**src/rtl/tap_sample_sequencer.sv**
```systemverilog
// Circular sample history with a sequential tap reader that feeds one shared MAC.
// Every accepted sample is followed by a burst of TAPS taps, newest first.
module tap_sample_sequencer #(
  parameter int N     = 16,
  parameter int TAPS  = 8,
  parameter int IDX_W = 3
) (
  input  logic             clk,
  input  logic             reset,
  input  logic [N-1:0]     data_in,
  input  logic             in_valid,
  output logic             in_ready,
  output logic [N-1:0]     tap_data,
  output logic [IDX_W-1:0] tap_idx,
  output logic             tap_valid,
  input  logic             tap_ready,
  output logic             tap_first,
  output logic             tap_last,
  output logic             busy
);

  localparam int AW = (TAPS > 1) ? $clog2(TAPS) : 1;
  localparam logic [AW-1:0]    LAST_PTR  = AW'(TAPS - 1);
  localparam logic [IDX_W-1:0] LAST_IDX  = IDX_W'(TAPS - 1);

  typedef enum logic [0:0] {
    IDLE   = 1'b0,
    STREAM = 1'b1
  } state_e;

  state_e           state_q;
  logic [N-1:0]     mem_q [TAPS];
  logic [AW-1:0]    wr_ptr_q;
  logic [AW-1:0]    rd_ptr_q;
  logic [N-1:0]     tap_data_q;
  logic [IDX_W-1:0] tap_idx_q;
  logic             tap_valid_q;
  logic             tap_first_q;
  logic             tap_last_q;
  logic             in_ready_q;
  logic             busy_q;

  logic [AW-1:0]    wr_ptr_d;
  logic [AW-1:0]    rd_ptr_d;
  logic [IDX_W-1:0] tap_idx_d;

  // Pointer steps wrap explicitly so non-power-of-two depths stay correct.
  always_comb begin
    wr_ptr_d  = (wr_ptr_q == LAST_PTR) ? {AW{1'b0}} : wr_ptr_q + AW'(1);
    rd_ptr_d  = (rd_ptr_q == {AW{1'b0}}) ? LAST_PTR : rd_ptr_q - AW'(1);
    tap_idx_d = tap_idx_q + IDX_W'(1);
  end

  // Sequencer FSM: history writes, read pointer walk and registered tap outputs.
  always_ff @(posedge clk or posedge reset) begin
    if (reset) begin
      state_q     <= IDLE;
      wr_ptr_q    <= {AW{1'b0}};
      rd_ptr_q    <= {AW{1'b0}};
      tap_data_q  <= {N{1'b0}};
      tap_idx_q   <= {IDX_W{1'b0}};
      tap_valid_q <= 1'b0;
      tap_first_q <= 1'b0;
      tap_last_q  <= 1'b0;
      in_ready_q  <= 1'b1;
      busy_q      <= 1'b0;
      for (int i = 0; i < TAPS; i++) begin
        mem_q[i] <= {N{1'b0}};
      end
    end else begin
      case (state_q)
        IDLE: begin
          if (in_valid) begin
            // Tap 0 is the sample being written, so it is loaded straight into the output register.
            mem_q[wr_ptr_q] <= data_in;
            wr_ptr_q        <= wr_ptr_d;
            rd_ptr_q        <= wr_ptr_q;
            tap_data_q      <= data_in;
            tap_idx_q       <= {IDX_W{1'b0}};
            tap_valid_q     <= 1'b1;
            tap_first_q     <= 1'b1;
            tap_last_q      <= 1'b0;
            in_ready_q      <= 1'b0;
            busy_q          <= 1'b1;
            state_q         <= STREAM;
          end else begin
            tap_valid_q <= 1'b0;
            in_ready_q  <= 1'b1;
            busy_q      <= 1'b0;
          end
        end
        STREAM: begin
          if (tap_ready) begin
            if (tap_idx_q == LAST_IDX) begin
              tap_data_q  <= {N{1'b0}};
              tap_idx_q   <= {IDX_W{1'b0}};
              tap_valid_q <= 1'b0;
              tap_first_q <= 1'b0;
              tap_last_q  <= 1'b0;
              in_ready_q  <= 1'b1;
              busy_q      <= 1'b0;
              state_q     <= IDLE;
            end else begin
              rd_ptr_q    <= rd_ptr_d;
              tap_data_q  <= mem_q[rd_ptr_d];
              tap_idx_q   <= tap_idx_d;
              tap_first_q <= 1'b0;
              tap_last_q  <= (tap_idx_d == LAST_IDX);
            end
          end else begin
            tap_valid_q <= 1'b1;
          end
        end
        default: begin
          state_q     <= IDLE;
          tap_valid_q <= 1'b0;
          in_ready_q  <= 1'b1;
          busy_q      <= 1'b0;
        end
      endcase
    end
  end

  assign in_ready  = in_ready_q;
  assign tap_data  = tap_data_q;
  assign tap_idx   = tap_idx_q;
  assign tap_valid = tap_valid_q;
  assign tap_first = tap_first_q;
  assign tap_last  = tap_last_q;
  assign busy      = busy_q;

endmodule

```
**config.mk**
```make
export PLATFORM = sky130hd
export DESIGN_NAME = tap_sample_sequencer
export DESIGN_NICKNAME = d
export VERILOG_FILES = /design/src/rtl/tap_sample_sequencer.sv
export SDC_FILE = /design/constraint.sdc
export NUM_CORES = 1
export LEC_CHECK = 0
export BUFFER_PORTS_ARGS = -buffer_cell sky130_fd_sc_hd__buf_2
export CORE_MARGIN = 3
export CORE_UTILIZATION = 65
export DETAILED_ROUTE_END_ITERATION = 6
export PLACE_DENSITY = 0.95
export RECOVER_POWER = 100
export SYNTH_ARGS = -nofsm -noshare
export SYNTH_HDL_FRONTEND = slang
export SYNTH_SLANG_ARGS = --single-unit
```
**constraint.sdc**
```tcl
create_clock -name clk -period 11.61 [get_ports clk]
set_input_delay 1.161 -clock clk [delete_from_list [all_inputs] [get_ports clk]]
set_output_delay 1.161 -clock clk [all_outputs]
set_load 0.01 [all_outputs]
```
==> results.toml, run 1 <==
[logic_synthesis]
async_flop_share = 1.00
ys_types = 40
yosys.area_share.adder = 0.0118
syn_area_per_cell_um2 = 12.4
ys_seq_area_frac = 0.536
synth_top_family_by_area = "multiplexers"
synth-edff-count = 0
synth-seq-cells = 159
syn-num-nets = 626
synth_simple_gate_area_frac = 0.0843
synthXorXnorAreaFrac = 0
syn-instance-count = 599
ys_warn_count = 0
ys.flop_type = "dfrtp_1"
synthMuxAreaShare = 0.264
synth_compound_gate_area_share = 0.0745
netlist_area_mm2 = 0.00742

[timing]
finalHoldViolCount = 0
clock_skew_ns = 0.00616
setup_violations = 0
maxSlewHeadroom = -1.92
worstMarginPinSlew_ns = 4.35
hold_ws_ns = 0.499
drv_slew = 321
final.min_clock_period_ns = 6.39
setup_tns_ns = 0
layout_setup_ws_ns = 5.22
fmaxAchievable_ghz = 0.156
fin_crit_sh = 0.551
rsz0062_at_grt = "false"

[cts]
cts_made_buffers = 17
cts_setup_buffers = 0
cts_resized = 0
cts_tree = "built"
clockRootBuffer = "clkbuf_16"
cts_buffer_depth = 2
holdBufCountCts = 0
cts.sinks = 159
path_clk_slew_ns = 0.06
clock_latency_ns = 0.43
htreeDepth = 4

[min_path]
hold_path.class = "flop to flop"

[grt]
busiest_layer = "met2"
grt_max_degree = 101
met1_usage = 0.373
grt_pass1_wl_um = 29400
grtUsageMet2 = 0.496
overflow = 0
grt_usage = 0.299
antenna_found_initial = 0
grt_pass1_vias = 5654
use_met3 = 0.0733

[worst_setup_path]
crit_family = "buffers and inverters"
cp_max_fo = 100
path_cells = "buf_2 > clkinvlp_2 > clkbuf_1"
cp-end-kind = "asynchronous set/reset pin"
crit_slowest_cell = "clkbuf_1"
startpoint_type = "input port"
cp.arrival_ns = 6.20
crit_type = "input port to asynchronous set/reset pin"
cp_num_buf_inv = 3
max_stage_delay_ns = 2.43
crit_required_ns = 11.42

[floorplanning]
initial_core_util = 0.676
rows = 38
die_h_um = 113
io_pins = 44
fp.dieW_um = 113
core-area_mm2 = 0.0110
dieArea_mm2 = 0.0127

[drt]
drtAntennaViolNets = 0
drt-total-wl_um = 18200
drt-initial-drc-count = 468
post-route-drc-count = 0
via_count = 5267
wl_per_cell_um = 23.4
drt_first_pass_iters = 6
viasPerCell = 6.76

[placement]
place_ws_ns = 8.07
placed_area_mm2 = 0.00766
gp_congestion = 0.823
dp_hpwl_um = 10400
port_buffers = 43

[pwr]
powerDensity_mw_per_mm2 = 281
ir_drop_mv = 0.213
p_leak_nw = 3.91

[final_layout]
drive_above_1_share = 0.285
nets = 653
num_antenna_cells = 0
final_core_util = 0.737
stdcell_area_mm2 = 0.00810
area_growth_pct = 9.14
fillers = 667

[status]
run_status = "finished, violations left"
violations = "capacitance limit, slew limit"

[run]
maxCapViolations = 9
## Yosys cell counts (2+ instances only)
master	count	area (um^2)
a21oi_1	17	85.1
a22oi_1	15	113
a31oi_1	2	12.5
a32o_1	16	160
and2_1	2	12.5
buf_2	18	90.1
buf_4	3	22.5
clkbuf_1	15	56.3
dfrtp_1	158	3950
ha_1	7	87.6
inv_1	8	30.0
mux2_2	132	1490
mux2i_1	45	450
nand2_1	87	327
nand2_2	2	12.5
nand3_1	16	80.1
nand3b_4	2	40.0
nor2_1	6	22.5
nor2b_1	3	18.8
nor3b_4	2	37.5
o211ai_1	3	22.5
o21ai_0	21	105
o22ai_1	2	12.5
## final cells by class
type | count | area, um^2 | share of cell area
clock buffers | 19 | 453 | 0.0559
well taps | 140 | 175 | 0.0216
inverters | 8 | 31.3 | 0.00386
repair buffers | 46 | 201 | 0.0249
flip-flops and latches | 159 | 3980 | 0.492
multi-input cells | 394 | 3140 | 0.388
clock inverters | 13 | 115 | 0.0142
## metrics by stage
stage	total power, mW	std cells
5_1_grt	2.39	779
2_1_floorplan	1.47	599
3_3_place_gp	1.66	747
4_1_cts	2.27	779
3_5_place_dp	1.72	747
6_report	2.28	779
## placed cells by master, fill, tap and decap left out, drive strengths merged, types with 8 or more instances in the layout
| master | count |
|---|---|
| mux2i | 45 |
| a21oi | 17 |
| a32o | 16 |
| clkbuf | 46 |
| nand3 | 16 |
| dfrtp | 158 |
| a22oi | 15 |
| o21ai | 21 |
| buf | 19 |
| mux2 | 132 |
| nand2 | 89 |
| inv | 8 |
| nor2 | 8 |
## report_power, final
part	switching, mW	leakage, nW	internal, mW
Clock	0.230	0.271	0.306
Combinational	0.509	1.54	0.398
Sequential	0.113	2.10	0.720
## layer usage
layer | up-vias | share of wire
met5 | - | 0
met4 | 0 | 0.032
li1 | 2200 | -
met3 | 60 | 0.078
met1 | 2719 | 0.38
met2 | 288 | 0.51
## worst paths after layout
path / from / end / slack [ns] / cells past startpoint
setup reg to reg: state_q$_DFF_PP0_ / mem_q[41]$_DFFE_PP0P_ / 6.12 / 4
max in group clk: in_valid / mem_q[41]$_DFFE_PP0P_ / 5.81 / 5
hold / removal: in_ready$_DFFE_PP1P_ / in_ready$_DFFE_PP1P_ / 0.50 / 2
hold reg to reg: in_ready$_DFFE_PP1P_ / in_ready$_DFFE_PP1P_ / 0.50 / 2
min in group asynchronous: reset / mem_q[105]$_DFFE_PP0P_ / 2.06 / 2
setup / recovery: reset / mem_q[10]$_DFFE_PP0P_ / 5.22 / 3
## cells by family after synthesis
group | count (synthesis)
muxes | 178
DFF | 159
and+or+nand+nor | 128
AOI/OAI and AO/OA | 81
buffers and inverters | 46
adders and majority gates | 7
## worst min-delay path: cells and delay by family (launching register included)
kind            cells  cell delay [ns]
compound gates      1             0.08
buf+inv             1             0.05
flops               1             0.37
## registers in the layout (all words and copies together) (netlist names)
| name | flops |
|---|---|
| mem_q | 128 |
| tap_valid | 1 |
| in_ready | 1 |
| state_q | 1 |
| tap_data | 16 |
| rd_ptr_q | 3 |
| tap_idx | 3 |
| wr_ptr_q | 3 |
| busy | 1 |
| tap_last | 1 |
| tap_first | 1 |
Note: power is estimated with default switching activity, not from simulation.
==> inputs of run 2 (changes only) <==
--- a/config.mk
+++ b/config.mk
@@ -7,9 +7,9 @@
 export LEC_CHECK = 0
 export BUFFER_PORTS_ARGS = -buffer_cell sky130_fd_sc_hd__buf_2
 export CORE_MARGIN = 3
-export CORE_UTILIZATION = 65
+export CORE_UTILIZATION = 55
 export DETAILED_ROUTE_END_ITERATION = 6
-export PLACE_DENSITY = 0.95
+export PLACE_DENSITY = 0.87
 export RECOVER_POWER = 100
 export SYNTH_ARGS = -nofsm -noshare
 export SYNTH_HDL_FRONTEND = slang
==> constraint.sdc (replaced) <==
create_clock -name clk -period 5.54 [get_ports clk]
set_input_delay 0.554 -clock clk [delete_from_list [all_inputs] [get_ports clk]]
set_output_delay 0.554 -clock clk [all_outputs]
set_load 0.01 [all_outputs]
==> run 2 against run 1 <==
Effect of this change:
- the run still ends with capacitance limit, slew limit left
- utilization decreased by 10 points
- die area increased by 17%
- clock power rose by 110%
- sequential power up 110%
- critical path depth up 1
- worst setup slack got worse by 3.9 ns
- routed wire length decreased by 7.4%
- total power rose by 110%
- register-to-register slack lost 4.8 ns
- largest power group unchanged
==> results.toml, run 2 (synthesized netlist as in run 1, its figures left out) <==
[status]
run_status = "finished, violations left"
violations = "capacitance limit, slew limit"

[pwr]
combinationalPowerShare = 0.392
switching_share = 0.362
seq_power_share = 0.370
p_leak_nw = 3.94
powerDensity_mw_per_mm2 = 573
power.share.clock = 0.239
finalPower_mw = 4.69
p_int_mw = 2.99
ir_drop_mv = 0.360
p_sw_mw = 1.70

[drt]
post-route-drc-count = 0
wl_per_cell_um = 20.8
via_count = 4936
drtAntennaViolNets = 0
drt_first_pass_iters = 5
viasPerCell = 6.09
drt-total-wl_um = 16800
drt-initial-drc-count = 496

[placement]
dp_hpwl_um = 10000
port_buffers = 43
gp_congestion = 0.755

[floorplanning]
io_pins = 44
die_h_um = 122
rows = 41
dieArea_mm2 = 0.0149
initial_core_util = 0.574
core-area_mm2 = 0.0129
fp.dieW_um = 122

[worst_setup_path]
worst_r2r_endpoint = "mem_q[7]$_DFFE_PP0P_"
cp-end-kind = "flop"
worst_r2r_path_depth = 4
rrSetupSlack_ns = 1.30
regToRegStartpoint = "state_q$_DFF_PP0_"
crit_required_ns = 5.85
cp_max_fo = 22
crit_type = "flop to flop"
cp.arrival_ns = 4.55
startpoint_type = "flop"

[timing]
drv_slew = 106
fin_crit_sh = 0.766
final.min_clock_period_ns = 4.24
maxSlewHeadroom = -0.603
clock_skew_ns = 0.00824
fmaxAchievable_ghz = 0.236
setup_violations = 0
rsz0062_at_grt = "false"
setup_tns_ns = 0
worstMarginPinSlew_ns = 2.40
finalHoldViolCount = 0

[final_layout]
final_common_cell = "dfrtp_1"
num_antenna_cells = 0
regMostFlops = "mem_q"
nets = 654
drive_above_1_share = 0.296
layout_common_cells = "dfrtp_1, mux2_2, nand2_1, mux2i_1, clkbuf_1"
largest_register_ffs = 128
area_growth_pct = 10.4

[cts]
htreeDepth = 4
cts_tree = "built"
holdBufCountCts = 0
cts_buffer_depth = 2
cts_setup_buffers = 0
cts.sinks = 159
clock_latency_ns = 0.43
cts_made_buffers = 17
clockRootBuffer = "clkbuf_16"
cts_resized = 0
path_clk_slew_ns = 0.06

[grt]
grt_usage = 0.241
grt_max_degree = 114
antenna_found_initial = 1
grt_pass1_vias = 5218
overflow = 0
grt_pass1_wl_um = 27100

[run]
maxCapViolations = 3

[min_path]
hold_path.class = "input port to asynchronous set/reset pin"
## run 2: cell types whose count changed in the layout (fill, tap and decap cells not counted), sizes merged
cell      delta
buf          +1
clkinvlp     -2
clkbuf       +3
clkinv       -2
## run 2: how the worst max path moves through the flow
stage / start / endpoint / slack (ns) / cells after the start
4_1_cts: rd_ptr_q[0]$_DFFE_PP0P_ / tap_data[0]$_DFFE_PP0P_ / 2.31 / 7
6_report: state_q$_DFF_PP0_ / mem_q[7]$_DFFE_PP0P_ / 1.30 / 4
2_1_floorplan: reset / busy$_DFFE_PP0P_ / 0.70 / 1
5_1_grt: state_q$_DFF_PP0_ / mem_q[0]$_DFFE_PP0P_ / 1.16 / 4
3_3_place_gp: rd_ptr_q[0]$_DFFE_PP0P_ / tap_data[0]$_DFFE_PP0P_ / 2.49 / 7
3_5_place_dp: rd_ptr_q[0]$_DFFE_PP0P_ / tap_data[0]$_DFFE_PP0P_ / 2.35 / 7
## run 2: area by class of cell
cell class	instances	area, um^2
clock buffer	22	484
clock inverter	9	85.1
fill	989	4740
inverter	8	35.0
multi-input combinational	394	3190
sequential	159	3980
tap	172	215
timing repair buffer	47	206
## run 2: critical path, stage by stage (launching register included)
cell and delay, ns:
dfrtp_1 0.54, nor2b_1 1.56, nand2_1 0.48, nor2_2 1.11
mux2_2 0.43
## run 2: per-layer routing
metal | vias to the layer above | global-route usage | wire length (um)
met5 | - | 0 | 11
met4 | 2 | 0.103 | 359
met2 | 142 | 0.391 | 8390
li1 | 2204 | - | -
met1 | 2556 | 0.309 | 7220
met3 | 32 | 0.0604 | 862
## run 2: power groups by stage
stage                     logic (mW)  clock network, mW  registers (mW)
after floorplan                 1.37                  0            1.70
after global placement          1.75                  0            1.72
after detailed placement        1.83                  0            1.75
after CTS                       1.85               1.13            1.73
after global routing            1.99               1.18            1.77
final                           1.84               1.12            1.73
## run 2: per-stage QoR
| stage | utilization | setup slack, ns | instances | hold slack, ns | cell area (um^2) |
|---|---|---|---|---|---|
| floorplan | - | 0.696 | 599 | 0.474 | 7420 |
| global placement | 0.596 | 2.49 | 780 | 0.477 | 7710 |
| detailed placement | 0.596 | 2.35 | 780 | 0.492 | 7710 |
| CTS | 0.641 | 2.31 | 811 | 0.392 | 8280 |
| global route | 0.634 | 1.16 | 811 | 0.446 | 8190 |
| finish | 0.634 | 1.30 | 811 | 0.344 | 8190 |
